`src/rtl/sram_arb_pkg.sv`:
```
// Shared types and defaults for the single-port SRAM read/write arbiter.
package sram_arb_pkg;

  localparam int DEF_ADDR_W = 12;
  localparam int DEF_DATA_W = 7;
  localparam int DEF_DEPTH  = 4096;

  typedef enum logic {
    INIT = 1'b0,
    RUN  = 1'b1
  } state_e;

  typedef enum logic {
    RD = 1'b0,
    WR = 1'b1
  } req_e;

endpackage

```
`src/rtl/sram_rw_arbiter_if.sv`:
```
// Requester, response and SRAM macro signals of the arbiter.
interface sram_rw_arbiter_if #(
  parameter int ADDR_W = 12,
  parameter int DATA_W = 7
);

  logic              clear_req;
  logic              init_done;
  logic              rd_req_valid;
  logic [ADDR_W-1:0] rd_req_addr;
  logic              rd_req_ready;
  logic              rd_resp_valid;
  logic [DATA_W-1:0] rd_resp_data;
  logic              wr_req_valid;
  logic [ADDR_W-1:0] wr_req_addr;
  logic [DATA_W-1:0] wr_req_data;
  logic              wr_req_ready;
  logic              sram_en;
  logic              sram_wmode;
  logic [ADDR_W-1:0] sram_addr;
  logic [DATA_W-1:0] sram_wdata;
  logic [DATA_W-1:0] sram_rdata;

  modport slave (
    input  clear_req,
    input  rd_req_valid,
    input  rd_req_addr,
    input  wr_req_valid,
    input  wr_req_addr,
    input  wr_req_data,
    input  sram_rdata,
    output init_done,
    output rd_req_ready,
    output rd_resp_valid,
    output rd_resp_data,
    output wr_req_ready,
    output sram_en,
    output sram_wmode,
    output sram_addr,
    output sram_wdata
  );

  modport master (
    output clear_req,
    output rd_req_valid,
    output rd_req_addr,
    output wr_req_valid,
    output wr_req_addr,
    output wr_req_data,
    output sram_rdata,
    input  init_done,
    input  rd_req_ready,
    input  rd_resp_valid,
    input  rd_resp_data,
    input  wr_req_ready,
    input  sram_en,
    input  sram_wmode,
    input  sram_addr,
    input  sram_wdata
  );

endinterface

```
`src/rtl/sram_rw_arbiter_rr_arb2.sv`:
```
// Two-way round-robin arbiter; rr_last remembers the last granted side.
module rr_arb2
  import sram_arb_pkg::*;
(
  input  logic       clock,
  input  logic       reset,
  input  logic       en,
  input  logic       rd_valid,
  input  logic       wr_valid,
  output logic [1:0] grant
);

  req_e rr_last;

  always_comb begin
    grant     = '0;
    grant[RD] = en && rd_valid &&
                (!wr_valid || rr_last == WR);
    grant[WR] = en && wr_valid &&
                (!rd_valid || rr_last == RD);
  end

  always_ff @(posedge clock or posedge reset) begin
    if (reset) begin
      rr_last <= WR;
    end else if (|grant) begin
      rr_last <= grant[WR] ? WR : RD;
    end
  end

endmodule

```
`src/rtl/sram_rw_arbiter.sv`:
```
// Zero-sweeps a single-port SRAM after reset, then shares it between
// a read and a write requester with one-cycle read latency.
module sram_rw_arbiter
  import sram_arb_pkg::*;
#(
  parameter int ADDR_W = DEF_ADDR_W,
  parameter int DATA_W = DEF_DATA_W,
  parameter int DEPTH  = DEF_DEPTH
) (
  input logic          clock,
  input logic          reset,
  sram_rw_arbiter_if.slave bus
);

  localparam logic [ADDR_W-1:0] LAST = ADDR_W'(DEPTH - 1);

  state_e            state_q;
  state_e            state_d;
  logic [ADDR_W-1:0] clr_ptr_q;
  logic [ADDR_W-1:0] clr_ptr_d;
  logic              resp_q;
  logic [1:0]        grant;
  logic              arb_en;

  logic              en;
  logic              wmode;
  logic [ADDR_W-1:0] addr;
  logic [DATA_W-1:0] wdata;
  logic              wmode_q;
  logic [ADDR_W-1:0] addr_q;
  logic [DATA_W-1:0] wdata_q;

  assign arb_en = (state_q == RUN) &&
                  !bus.clear_req && !reset;

  rr_arb2 u_arb (
    .clock    (clock),
    .reset    (reset),
    .en       (arb_en),
    .rd_valid (bus.rd_req_valid),
    .wr_valid (bus.wr_req_valid),
    .grant    (grant)
  );

  always_comb begin
    state_d   = state_q;
    clr_ptr_d = clr_ptr_q;
    en        = 1'b0;
    wmode     = wmode_q;
    addr      = addr_q;
    wdata     = wdata_q;
    unique case (state_q)
      INIT: begin
        en    = 1'b1;
        wmode = 1'b1;
        addr  = clr_ptr_q;
        wdata = '0;
        if (clr_ptr_q == LAST) begin
          state_d   = RUN;
          clr_ptr_d = '0;
        end else begin
          clr_ptr_d = clr_ptr_q + 1'b1;
        end
      end
      RUN: begin
        unique case (1'b1)
          bus.clear_req: begin
            state_d   = INIT;
            clr_ptr_d = '0;
          end
          grant[RD]: begin
            en    = 1'b1;
            wmode = 1'b0;
            addr  = bus.rd_req_addr;
          end
          grant[WR]: begin
            en    = 1'b1;
            wmode = 1'b1;
            addr  = bus.wr_req_addr;
            wdata = bus.wr_req_data;
          end
          default: ;
        endcase
      end
    endcase
    // Macro stays idle while reset is held, even though state is INIT.
    if (reset) begin
      en = 1'b0;
    end
  end

  always_ff @(posedge clock or posedge reset) begin
    if (reset) begin
      state_q   <= INIT;
      clr_ptr_q <= '0;
      resp_q    <= 1'b0;
    end else begin
      state_q   <= state_d;
      clr_ptr_q <= clr_ptr_d;
      resp_q    <= grant[RD];
    end
  end

  // Idle cycles replay the last driven macro inputs.
  always_ff @(posedge clock or posedge reset) begin
    if (reset) begin
      wmode_q <= 1'b0;
      addr_q  <= '0;
      wdata_q <= '0;
    end else if (en) begin
      wmode_q <= wmode;
      addr_q  <= addr;
      if (wmode) begin
        wdata_q <= wdata;
      end
    end
  end

  assign bus.sram_en       = en;
  assign bus.sram_wmode    = wmode;
  assign bus.sram_addr     = addr;
  assign bus.sram_wdata    = wdata;
  assign bus.rd_req_ready  = grant[RD];
  assign bus.wr_req_ready  = grant[WR];
  assign bus.init_done     = (state_q == RUN);
  assign bus.rd_resp_valid = resp_q;
  assign bus.rd_resp_data  = bus.sram_rdata;

endmodule

```
`src/flat_wrapper.sv`:
```
// flat-port wrapper written by rule: the top's interface ports become plain ports
module sram_rw_arbiter_flat import sram_arb_pkg::*;
#(
  parameter int ADDR_W = DEF_ADDR_W,
  parameter int DATA_W = DEF_DATA_W,
  parameter int DEPTH  = DEF_DEPTH
)
  (clock, reset, bus_clear_req, bus_rd_req_valid, bus_rd_req_addr, bus_wr_req_valid, bus_wr_req_addr, bus_wr_req_data, bus_sram_rdata, bus_init_done, bus_rd_req_ready, bus_rd_resp_valid, bus_rd_resp_data, bus_wr_req_ready, bus_sram_en, bus_sram_wmode, bus_sram_addr, bus_sram_wdata);
  sram_rw_arbiter_if #(.ADDR_W(ADDR_W), .DATA_W(DATA_W)) bus_i ();
  input logic clock;
  input logic reset;
  input wire logic [$bits(bus_i.clear_req)-1:0] bus_clear_req;
  input wire logic [$bits(bus_i.rd_req_valid)-1:0] bus_rd_req_valid;
  input wire logic [$bits(bus_i.rd_req_addr)-1:0] bus_rd_req_addr;
  input wire logic [$bits(bus_i.wr_req_valid)-1:0] bus_wr_req_valid;
  input wire logic [$bits(bus_i.wr_req_addr)-1:0] bus_wr_req_addr;
  input wire logic [$bits(bus_i.wr_req_data)-1:0] bus_wr_req_data;
  input wire logic [$bits(bus_i.sram_rdata)-1:0] bus_sram_rdata;
  output wire logic [$bits(bus_i.init_done)-1:0] bus_init_done;
  output wire logic [$bits(bus_i.rd_req_ready)-1:0] bus_rd_req_ready;
  output wire logic [$bits(bus_i.rd_resp_valid)-1:0] bus_rd_resp_valid;
  output wire logic [$bits(bus_i.rd_resp_data)-1:0] bus_rd_resp_data;
  output wire logic [$bits(bus_i.wr_req_ready)-1:0] bus_wr_req_ready;
  output wire logic [$bits(bus_i.sram_en)-1:0] bus_sram_en;
  output wire logic [$bits(bus_i.sram_wmode)-1:0] bus_sram_wmode;
  output wire logic [$bits(bus_i.sram_addr)-1:0] bus_sram_addr;
  output wire logic [$bits(bus_i.sram_wdata)-1:0] bus_sram_wdata;
  assign bus_i.clear_req = bus_clear_req;
  assign bus_i.rd_req_valid = bus_rd_req_valid;
  assign bus_i.rd_req_addr = bus_rd_req_addr;
  assign bus_i.wr_req_valid = bus_wr_req_valid;
  assign bus_i.wr_req_addr = bus_wr_req_addr;
  assign bus_i.wr_req_data = bus_wr_req_data;
  assign bus_i.sram_rdata = bus_sram_rdata;
  assign bus_init_done = bus_i.init_done;
  assign bus_rd_req_ready = bus_i.rd_req_ready;
  assign bus_rd_resp_valid = bus_i.rd_resp_valid;
  assign bus_rd_resp_data = bus_i.rd_resp_data;
  assign bus_wr_req_ready = bus_i.wr_req_ready;
  assign bus_sram_en = bus_i.sram_en;
  assign bus_sram_wmode = bus_i.sram_wmode;
  assign bus_sram_addr = bus_i.sram_addr;
  assign bus_sram_wdata = bus_i.sram_wdata;
  sram_rw_arbiter #(.ADDR_W(ADDR_W), .DATA_W(DATA_W), .DEPTH(DEPTH)) u_core (.clock(clock), .reset(reset), .bus(bus_i));
endmodule
```
`config.mk`:
```
export PLATFORM = sky130hd
export DESIGN_NAME = sram_rw_arbiter_flat
export DESIGN_NICKNAME = d
export VERILOG_FILES = /design/src/rtl/sram_arb_pkg.sv /design/src/rtl/sram_rw_arbiter_if.sv /design/src/rtl/sram_rw_arbiter_rr_arb2.sv /design/src/rtl/sram_rw_arbiter.sv /design/src/flat_wrapper.sv
export SDC_FILE = /design/constraint.sdc
export NUM_CORES = 1
export LEC_CHECK = 0
export ABC_CLOCK_PERIOD_IN_PS = 2150
export BUFFER_PORTS_ARGS = -buffer_cell sky130_fd_sc_hd__buf_2
export CORE_UTILIZATION = 40
export CTS_BUF_LIST = sky130_fd_sc_hd__clkbuf_2
export DETAILED_ROUTE_END_ITERATION = 16
export PLACE_DENSITY_LB_ADDON = 0.05
export REMOVE_ABC_BUFFERS = 1
export SLEW_MARGIN = 10
export SYNTH_ARGS = -nofsm -noshare
export SYNTH_HDL_FRONTEND = slang
export SYNTH_SLANG_ARGS = --single-unit
```
`constraint.sdc`:
```
create_clock -name clock -period 2.15 [get_ports clock]
set_input_delay 0.1075 -clock clock [delete_from_list [all_inputs] [get_ports clock]]
set_output_delay 0.1075 -clock clock [all_outputs]
set_load 0.02 [all_outputs]
```
-- Word-level counts from Yosys, hierarchy flattened
Cells that the tools add are included.
- register bits after elaboration: 35
- bits of input ports: 43
- output and inout port bits: 32
- word-level logic and storage cells: 42
- add/sub/neg operators: 1
- eq/ne operators: 2
- mux-type cells: 16
- bitwise operators: 2
- reductions and logical operators: 14
- operators by type and width (cell ; number):
    one-hot mux 12 bit (2 select lines) ; 3
    2-to-1 mux 12 bit ; 2
    one-hot mux 7 bit (2 select lines) ; 1
    adder 12 x 1 -> 12 bit (second input constant) ; 1
    == test 12 bit (second input constant) ; 1
    one-hot mux 1 bit (2 select lines) ; 4
    2-to-1 mux 7 bit ; 1
    logical AND 1 bit ; 6
    2-to-1 mux 1 bit ; 5
    zero test 1 bit ; 4
    logical OR 1 bit ; 2
    inequality test 2 bit (second input constant) ; 1
    inverter 1 bit ; 2
    AND reduction 2 bit ; 1
    OR reduction 2 bit ; 1

-- Longest topological paths before layout
Gate-level depths: netlist (run 1).
- word-level depth: 10
- gate-level depth with buffers: 8
- mapped depth without buffers: 5

-- By module
Synthesis (run 1) repeated with hierarchy kept, for this count alone.
- cell total of the unflattened synthesis: 229
- area total of the unflattened synthesis: 2110.8 um^2
- by module, submodules not included (module ; times used ; cells an instance ; area each (um^2) ; sequential area each (um^2)):
    sram_rw_arbiter ; 1 ; 220 ; 2044.5 ; 850.8
    rr_arb2 ; 1 ; 9 ; 66.3 ; 26.3

-- Worst setup path after synthesis (run 1)
OpenSTA, ideal clock, no wires.
- path kind: register to register
- start point: reg u_core.state_q, in the netlist u_core.bus.init_done
- end point: reg u_core.resp_q, in the netlist u_core.bus.rd_resp_valid
- library setup time: 205 ps
- data arrival time: 1929 ps
- required time: 1945 ps
- slack: 17 ps
- cell stages (with the launch flop): 5
- path buffers: 2
- clock period less this slack: 2133 ps
- path through: dfrtp_1 > buf_4 > clkinv_1 > buf_2 > nor4_1
- word-level cells in the longest chain between the ends: 4
- ends and longest elaborated chain (item ; line ; RTL):
    start: declaration ; sram_rw_arbiter.sv:17 ; state_e state_q;
    start signal: assignment ; sram_rw_arbiter.sv:98 ; state_q <= state_d;
    logical AND 1 bit ; sram_rw_arbiter.sv:33 ; assign arb_en = (state_q == RUN) &&
    logical AND 1 bit ; sram_rw_arbiter.sv:34 ; !bus.clear_req && !reset;
    logical AND 1 bit (2 in a row) ; sram_rw_arbiter_rr_arb2.sv:17 ; grant[RD] = en && rd_valid &&
    via bus_rd_req_ready ; flat_wrapper.sv:20 ; output wire logic [$bits(bus_i.rd_req_ready)-1:0] bus_rd_req_ready;
    end signal: assignment ; sram_rw_arbiter.sv:100 ; resp_q <= grant[RD];
    end: declaration ; sram_rw_arbiter.sv:21 ; logic resp_q;
The timed path passes the listed nets, and every way through them passes these cells.
A chain may end at the register's enable or synchronous reset.

-- Worst setup path in the final report (run 1)
- start point: reg u_core.u_arb.rr_last
- end point: out bus_sram_addr[3]
- word-level cells in the longest chain between the ends: 5
- elaborated cells on any way between the ends: 7
- classes of those cells: mux (2); bitwise (1); reduce/logical (4)
- ends and longest elaborated chain (item ; line ; RTL):
    start: declaration ; sram_rw_arbiter_rr_arb2.sv:13 ; req_e rr_last;
    start signal: assignment ; sram_rw_arbiter_rr_arb2.sv:27 ; rr_last <= grant[WR] ? WR : RD;
    inverter 1 bit ; sram_rw_arbiter_rr_arb2.sv:20 ; (!rd_valid || rr_last == RD);
    logical OR 1 bit ; sram_rw_arbiter_rr_arb2.sv:20 ;
    logical AND 1 bit ; sram_rw_arbiter_rr_arb2.sv:19 ; grant[WR] = en && wr_valid &&
    one-hot mux 12 bit (2 select lines) * ; sram_rw_arbiter.sv:66 ; unique case (1'b1)
    one-hot mux 12 bit (2 select lines) * ; sram_rw_arbiter.sv:52 ; unique case (state_q)
    end: declaration ; flat_wrapper.sv:26 ; output wire logic [$bits(bus_i.sram_addr)-1:0] bus_sram_addr;
Mark *: on every way between the ends. The rest lies on a longest branch, timed or not.

==> key figures, run 1 <==
Yosys
  • Seq/Total Area, Yosys: 40.1%
  • Post-Synth Simple-Gate Area: 21.6%
  • Post-Syn Instances: 248
  • Largest family of logic cells by synthesized area: compound AO/OA/AOI/OAI gates
  • Leading area contributor after synthesis: dfrtp_1
  • Primary FF master, synth: dfrtp_1
  • Mapped Area: 2190 um2
  • Synth Area in XOR/XNOR: 1.60%
  • Warnings from Yosys: 0
  • Mux cell area share after synthesis: 0.973%
  • Synth top area cells: dfrtp_1 (39%), nand2_1 (5.8%), a21oi_1 (5.0%), a22o_1 (4.4%), buf_4 (3.4%)
  • Synth cell count leaders: dfrtp_1 (34), nand2_1 (34), a21oi_1 (22)
  • Number of synthesized flops with an enable pin: 0
  • Yosys reg bits: 35
  • Synth top area share: 38.9%
  • FFs w/ async S/R, synth: 100%
  • Post-synth cell types: 51
  • Complex-gate fraction of the synthesized area: 26.1%
  • Avg Cell Area, Syn: 8.82 um2
  • Post-Synth Adder-Cell Area: 0.572%

Run status
  • Outcome: completed

Timing
  • Worst Skew: 0.0139 ns
  • Final period util: 95.1%
  • Min Tclk post-route: 2.04 ns
  • Final setup viols: 0
  • Max-slew violation count: 0
  • RSZ-0062 raised after global routing: yes
  • Final Hold Viols: 0
  • Worst hold margin: 0.0253 ns
  • Headroom to the max-slew limit: 50.9%
  • Setup slack after layout: 0.106 ns
  • Least-Margin Pin Slew: 0.729 ns
  • Max Freq: 0.489 GHz
  • Setup tns final: 0 ns

Cells and area
  • Layout cell share with drive strength beyond 1: 32.2%
  • Final Util: 52.1%
  • Area grow syn2layout: 23.3%
  • N_diodes: 0
  • Post-route cell area: 2700 um2
  • Fillers: 531
  • Finished Layout Cells: 381
  • Final layout net count: 354

Global routing
  • Remaining Overflow, GRT: 0
  • Vias in the first global route: 2015
  • First-pass GRT wire length: 9700 um
  • Global Route Usage Sum: 20.8%
  • Antenna violations before repair: 0
  • Pin count of the biggest net entering global routing: 30

Drt
  • Vias post-DR: 2054
  • Drt drc: 0
  • Total Wirelength: 5600 um
  • Pre-Repair DR Iteration Count: 4
  • Post-DR vias/cell: 5.39
  • Initial DRC count: 137
  • Post-route antenna net violation count: 0
  • Wire per inst: 14.7 um

Worst setup path
  • Flop2flop setup slack: 0.36 ns
  • FF-to-FF Start: u_core.clr_ptr_q[0]
  • Reg2reg path depth: 5
  • Critical Path Source: u_core.u_arb.rr_last
  • Critical Path RT: 2.04 ns
  • Worst setup endpoint: bus_sram_addr[3]
  • WS Path Type: flop to output pin
  • Worst setup SP type: flop
  • FF-to-FF End: u_core.clr_ptr_q[9]
  • Worst Setup End Kind: output pin
  • Crit-path max FO: 29
  • Worst EP arrival: 1.94 ns

Hold path
  • Hold crit path type: input pin to flop
  • HP Start: bus_wr_req_addr[6]
  • Hold depth: 3

Power and ir drop
  • Peak supply drop: 0.000454 V
  • Lkg Pwr: 1.22 nW
  • Total power: 1.92 mW
  • PwrDens: 713 nW/um2

Die
  • Die extent in x: 75.9 um
  • Initial Util: 42.3%
  • Core Rows: 26
  • Core area: 5170 um2
  • Die area: 5770 um2
  • I/O Pins: 75
  • Die Height: 75.9 um

Clocking
  • Clock Tree Buf Depth: 2
  • Root Driver: clkbuf_2
  • CTS Sinks: 35
  • CTS Buf Count: 5
  • TritonCTS clock tree: done
  • Clock slew at reported path FFs: 0.18 ns
  • H-Tree Depth: 2
  • Clock latency on the worst-skew pair: 0.38 ns

Place
  • Post-place setup slack: 0.186 ns
  • IO Port Bufs: 60
  • GP Congestion: 0.729
  • Post-detail-place hpwl: 4040 um
  • Cell Area, Placed: 2460 um2
  • Placed Cells: 360

Run
  • Max cap viols: 0
how the worst min path moves through the flow:
stage / to / slack, ns
2_1_floorplan: u_core.clr_ptr_q[10] / 0.20
3_3_place_gp: bus_rd_resp_data[0] / 0.22
3_5_place_dp: bus_rd_resp_data[0] / 0.22
4_1_cts: u_core.addr_q[1] / 0.002
5_1_grt: u_core.addr_q[5] / 0.02
6_report: u_core.addr_q[6] / 0.03
logic make-up (layout without fill, tap and decap cells):
logic type                 after synthesis  after routing
muxes                                    2              2
and+or+nand+nor                         96             96
buffers and inverters                   31             94
adders and majority gates                1              1
xor gates and xnor gates                 4              4
AOI/OAI and AO/OA                       79             79
DFF                                     35             35
area by class of cell:
class | count | area (um2) | area share [%]
clock buffers | 8 | 40.0 | 1.48
inverters | 7 | 36.3 | 1.35
multi-input cells | 182 | 1170 | 43.3
flip-flops and latches | 35 | 878 | 32.6
well taps | 70 | 87.6 | 3.25
repair buffers | 79 | 485 | 18.0
metal layers:
layer | share of wire (%) | vias up | track usage (%)
met5 | 0 | - | 0
met4 | 1.0 | 0 | 5.38
met3 | 4.8 | 5 | 5.18
met2 | 43 | 65 | 32.7
met1 | 51 | 964 | 28.6
li1 | - | 1020 | -
critical path: stages (launching register included):
cell	delay (ns)
dfstp_2	0.58
nand2_1	0.09
nand4_4	0.11
inv_8	0.10
a221oi_2	0.28
a21bo_2	0.25
buf_2	0.15
registers in the layout (all words and copies together), names as in the netlist:
name / cells
u_core.addr_q: 12
u_core.clr_ptr_q: 12
u_core.wdata_q: 7
u_core.bus.init_done: 1
u_core.bus.rd_resp_valid: 1
u_core.u_arb.rr_last: 1
u_core.wmode_q: 1
power by group:
part / leakage [nW] / internal [mW] / total, mW / switching [mW]
logic: 0.746 / 0.327 / 0.658 / 0.332
clock network: 0.0332 / 0.0960 / 0.316 / 0.220
registers: 0.438 / 0.791 / 0.948 / 0.158
cell usage in the layout, fill, tap and decap left out, drive strengths merged, types with 8 or more instances in the layout:
master       synthesis  layout
a21oi               22      22
nand2               34      34
nor2                21      21
dfrtp               34      34
clkbuf               2       8
a22o                11      11
buf                 22      67
o21ai               16      16
dlygate4sd3          0      12
nand3               13      13
what timing repair did:
action	CTS	global route
pin swaps	1	0
endpoints found under the hold margin	22	1
hold buffers	11	1
gates resized for setup	8	5
endpoints found under the setup margin	10	5
setup buffers	1	0
No activity file was read; power rests on OpenSTA's default activity.
==> run 2: changes to the inputs <==
- ABC_AREA: unset -> 1
==> key figures, run 2 <==
Timing
  • RSZ-0062 raised after global routing: yes (unchanged)
  • Final period util: 94.8% (was 95.1%)
  • Min Tclk post-route: 2.04 ns (about the same)
  • Setup slack after layout: 0.112 ns (was 0.106 ns)
  • Worst Skew: 0.0206 ns (was 0.0139 ns)
  • Max Freq: 0.491 GHz (was 0.489 GHz)
  • Max-slew violation count: 0 (unchanged)
  • Final Hold Viols: 0 (unchanged)
  • Headroom to the max-slew limit: 68.8% (was 50.9%)
  • Least-Margin Pin Slew: 0.468 ns (was 0.729 ns)
  • Final setup viols: 0 (unchanged)

Power and ir drop
  • Lkg Pwr: 1.51 nW (was 1.22 nW)
  • Internal Power: 1.20 mW (was 1.21 mW)
  • Logic pwr share: 38.1% (was 34.2%)
  • Peak supply drop: 0.000317 V (was 0.000454 V)
  • Share of power burned in registers: 46.3% (was 49.3%)
  • Clock power frac: 15.7% (was 16.5%)
  • Total power: 2.02 mW (was 1.92 mW)
  • PwrDens: 755 nW/um2 (was 713 nW/um2)
  • Psw: 0.817 mW (was 0.710 mW)
  • Sw frac: 40.4% (was 36.9%)

Die
  • Core Rows: 26 (unchanged)
  • I/O Pins: 75 (unchanged)
  • Core area: 5140 um2 (was 5170 um2)
  • Die area: 5680 um2 (was 5770 um2)
  • Initial Util: 41.9% (was 42.3%)
  • Die Height: 75.4 um (was 75.9 um)
  • Die extent in x: 75.4 um (was 75.9 um)

Yosys
  • Most frequent cell after synthesis: nand2_1
  • Mux cell area share after synthesis: 0% (was 0.973%)
  • Warnings from Yosys: 0 (unchanged)
  • Seq/Total Area, Yosys: 40.7% (was 40.1%)
  • Post-Synth Adder-Cell Area: 0.581% (was 0.572%)
  • Synth top area cells: dfrtp_1 (40%), nand2_1 (23%), nand3_1 (5.6%), inv_1 (4.4%), buf_4 (3.5%) (was dfrtp_1 (39%), nand2_1 (5.8%), a21oi_1 (5.0%), a22o_1 (4.4%), buf_4 (3.4%))
  • Leading area contributor after synthesis: dfrtp_1 (unchanged)
  • Primary FF master, synth: dfrtp_1 (unchanged)
  • Synth cell count leaders: nand2_1 (130), dfrtp_1 (34), inv_1 (25) (was dfrtp_1 (34), nand2_1 (34), a21oi_1 (22))
  • Number of synthesized flops with an enable pin: 0 (unchanged)
  • Post-Syn Instances: 310 (was 248)
  • Synth top area share: 39.5% (was 38.9%)
  • Yosys reg bits: 35 (unchanged)
  • Post-synth cell types: 30 (was 51)
  • Avg Cell Area, Syn: 6.95 um2 (was 8.82 um2)
  • Synth Area in XOR/XNOR: 0.813% (was 1.60%)
  • Complex-gate fraction of the synthesized area: 7.50% (was 26.1%)
  • FFs w/ async S/R, synth: 100% (unchanged)
  • Largest family of logic cells by synthesized area: simple AND/OR/NAND/NOR gates (was compound AO/OA/AOI/OAI gates)
  • Post-Synth Simple-Gate Area: 39.1% (was 21.6%)
  • Mapped Area: 2150 um2 (was 2190 um2)

Clocking
  • CTS Sinks: 35 (unchanged)
  • CTS Buf Count: 5 (unchanged)
  • Root Driver: clkbuf_2 (unchanged)
  • H-Tree Depth: 2 (unchanged)
  • Clock latency on the worst-skew pair: 0.38 ns (about the same)
  • Clock slew at reported path FFs: 0.19 ns (was 0.18 ns)
  • Clock Tree Buf Depth: 2 (unchanged)
  • TritonCTS clock tree: done (unchanged)

Worst setup path
  • Worst Setup End Kind: output pin (unchanged)
  • Critical Path Source: u_core.u_arb.rr_last (unchanged)
  • Critical Path RT: 2.04 ns (about the same)
  • Reg2reg path depth: 9 (was 5)
  • Worst setup SP type: flop (unchanged)
  • FF-to-FF Start: u_core.u_arb.rr_last (was u_core.clr_ptr_q[0])
  • Crit-path max FO: 7 (was 29)
  • WS Path Type: flop to output pin (unchanged)
  • Flop2flop setup slack: 0.42 ns (was 0.36 ns)
  • FF-to-FF End: u_core.wdata_q[4] (was u_core.clr_ptr_q[9])
  • Worst EP arrival: 1.93 ns (was 1.94 ns)
  • Worst setup endpoint: bus_sram_addr[0] (was bus_sram_addr[3])

Cells and area
  • Post-route cell area: 2680 um2 (was 2700 um2)
  • Most frequent cells in the layout: nand2_1 (130), buf_2 (53), dfrtp_1 (34) (was buf_2 (60), nand2_1 (34), dfrtp_1 (33))
  • N_diodes: 0 (unchanged)
  • Final Util: 52.1% (about the same)
  • Biggest regs: u_core.addr_q x12, u_core.clr_ptr_q x12, u_core.wdata_q x7 (unchanged)
  • Final layout net count: 420 (was 354)
  • Area grow syn2layout: 24.4% (was 23.3%)
  • Finished Layout Cells: 447 (was 381)
  • Commonest non-fill, non-tap cell in the layout: nand2_1 (was buf_2)
  • Layout cell share with drive strength beyond 1: 25.2% (was 32.2%)
  • Fillers: 549 (was 531)

Drt
  • Total Wirelength: 5780 um (was 5600 um)
  • Pre-Repair DR Iteration Count: 5 (was 4)
  • Vias post-DR: 2169 (was 2054)
  • Post-DR vias/cell: 4.85 (was 5.39)
  • Post-route antenna net violation count: 0 (unchanged)
  • Drt drc: 0 (unchanged)
  • Wire per inst: 12.9 um (was 14.7 um)
  • Initial DRC count: 120 (was 137)

Place
  • IO Port Bufs: 60 (unchanged)
  • GP Congestion: 0.829 (was 0.729)
  • Post-place setup slack: 0.169 ns (was 0.186 ns)
  • Post-detail-place hpwl: 4060 um (was 4040 um)
  • Cell Area, Placed: 2450 um2 (was 2460 um2)
  • Placed Cells: 426 (was 360)

Run status
  • Outcome: completed (unchanged)

Global routing
  • Remaining Overflow, GRT: 0 (unchanged)
  • Vias in the first global route: 2028 (was 2015)
  • First-pass GRT wire length: 9230 um (was 9700 um)
  • Pin count of the biggest net entering global routing: 36 (was 30)
  • Antenna violations before repair: 0 (unchanged)
  • Global Route Usage Sum: 21.6% (was 20.8%)

Run
  • Max cap viols: 0 (unchanged)

Hold path
  • Hold crit path type: input pin to flop (unchanged)
## run 2: critical path, cell delays in order, from the launching register on
cell and delay [ns]:
dfstp_2 0.57, inv_1 0.05, a21boi_2 0.24, nand2_4 0.12
clkinv_4 0.11, nand2_1 0.10, a31oi_2 0.21, buf_4 0.17
## run 2: stage by stage
| step | hold slack [ns] | setup TNS, ns |
|---|---|---|
| floorplan | 0.215 | 0 |
| global placement | 0.215 | 0 |
| detailed placement | 0.215 | 0 |
| CTS | 0.0681 | -0.0116 |
| global route | 0.0382 | -0.0702 |
| finish | 0.0475 | 0 |
## run 2: kinds of logic (layout without fill, tap and decap cells)
| family | Yosys count | after routing |
|---|---|---|
| AOI/OAI and AO/OA | 30 | 30 |
| adders and majority gates | 1 | 1 |
| xor gates and xnor gates | 2 | 2 |
| and+or+nand+nor | 194 | 195 |
| DFF | 35 | 35 |
| buffers and inverters | 48 | 114 |
## run 2: worst min-delay path by stage
stage                     cells after the start             endpoint          startpoint  slack [ns]
after floorplan                               0  bus_rd_resp_data[0]   bus_sram_rdata[0]        0.22
after global placement                        0  bus_rd_resp_data[4]   bus_sram_rdata[4]        0.22
after detailed placement                      0  bus_rd_resp_data[4]   bus_sram_rdata[4]        0.22
after CTS                                     5     u_core.addr_q[2]  bus_rd_req_addr[2]        0.07
after global routing                          4  u_core.clr_ptr_q[3]       bus_clear_req        0.04
final                                         4  u_core.clr_ptr_q[3]       bus_clear_req        0.05
## run 2: cell type report
cell class / instances / area, um2 / area share [%]
clock buffer: 8 / 40.0 / 1.49
inverter: 30 / 135 / 5.04
multi-input combinational: 228 / 1080 / 40.2
sequential: 35 / 877 / 32.7
tap: 70 / 87.6 / 3.27
timing repair buffer: 76 / 462 / 17.2
## run 2: repair_timing
| item | 4_1_cts | 5_1_grt |
|---|---|---|
| hold buffers | 8 | 0 |
| buffers inserted | 2 | 2 |
| cloned | 0 | 1 |
| endpoints found under the setup margin | 2 | 13 |
| hold endpoints to repair | 41 | 0 |
| pin swaps | 3 | 3 |
| resized for setup | 5 | 15 |
## run 2: power groups by stage
stage                     combinational, mW  sequential [mW]  clock, mW
after detailed placement              0.733            0.949          0
after global routing                  0.884            0.954      0.352
after CTS                             0.759            0.935      0.331
after global placement                0.728            0.947          0
after floorplan                       0.518            0.916          0
final                                 0.769            0.936      0.317
## run 2: per-layer routing
layer / global-route usage [%] / up-vias / routed length (um)
met2: 34.4 / 66 / 2610
met3: 5.29 / 5 / 289
met5: 0 / - / 0
li1: - / 1102 / -
met1: 29.7 / 996 / 2830
met4: 5.56 / 0 / 43
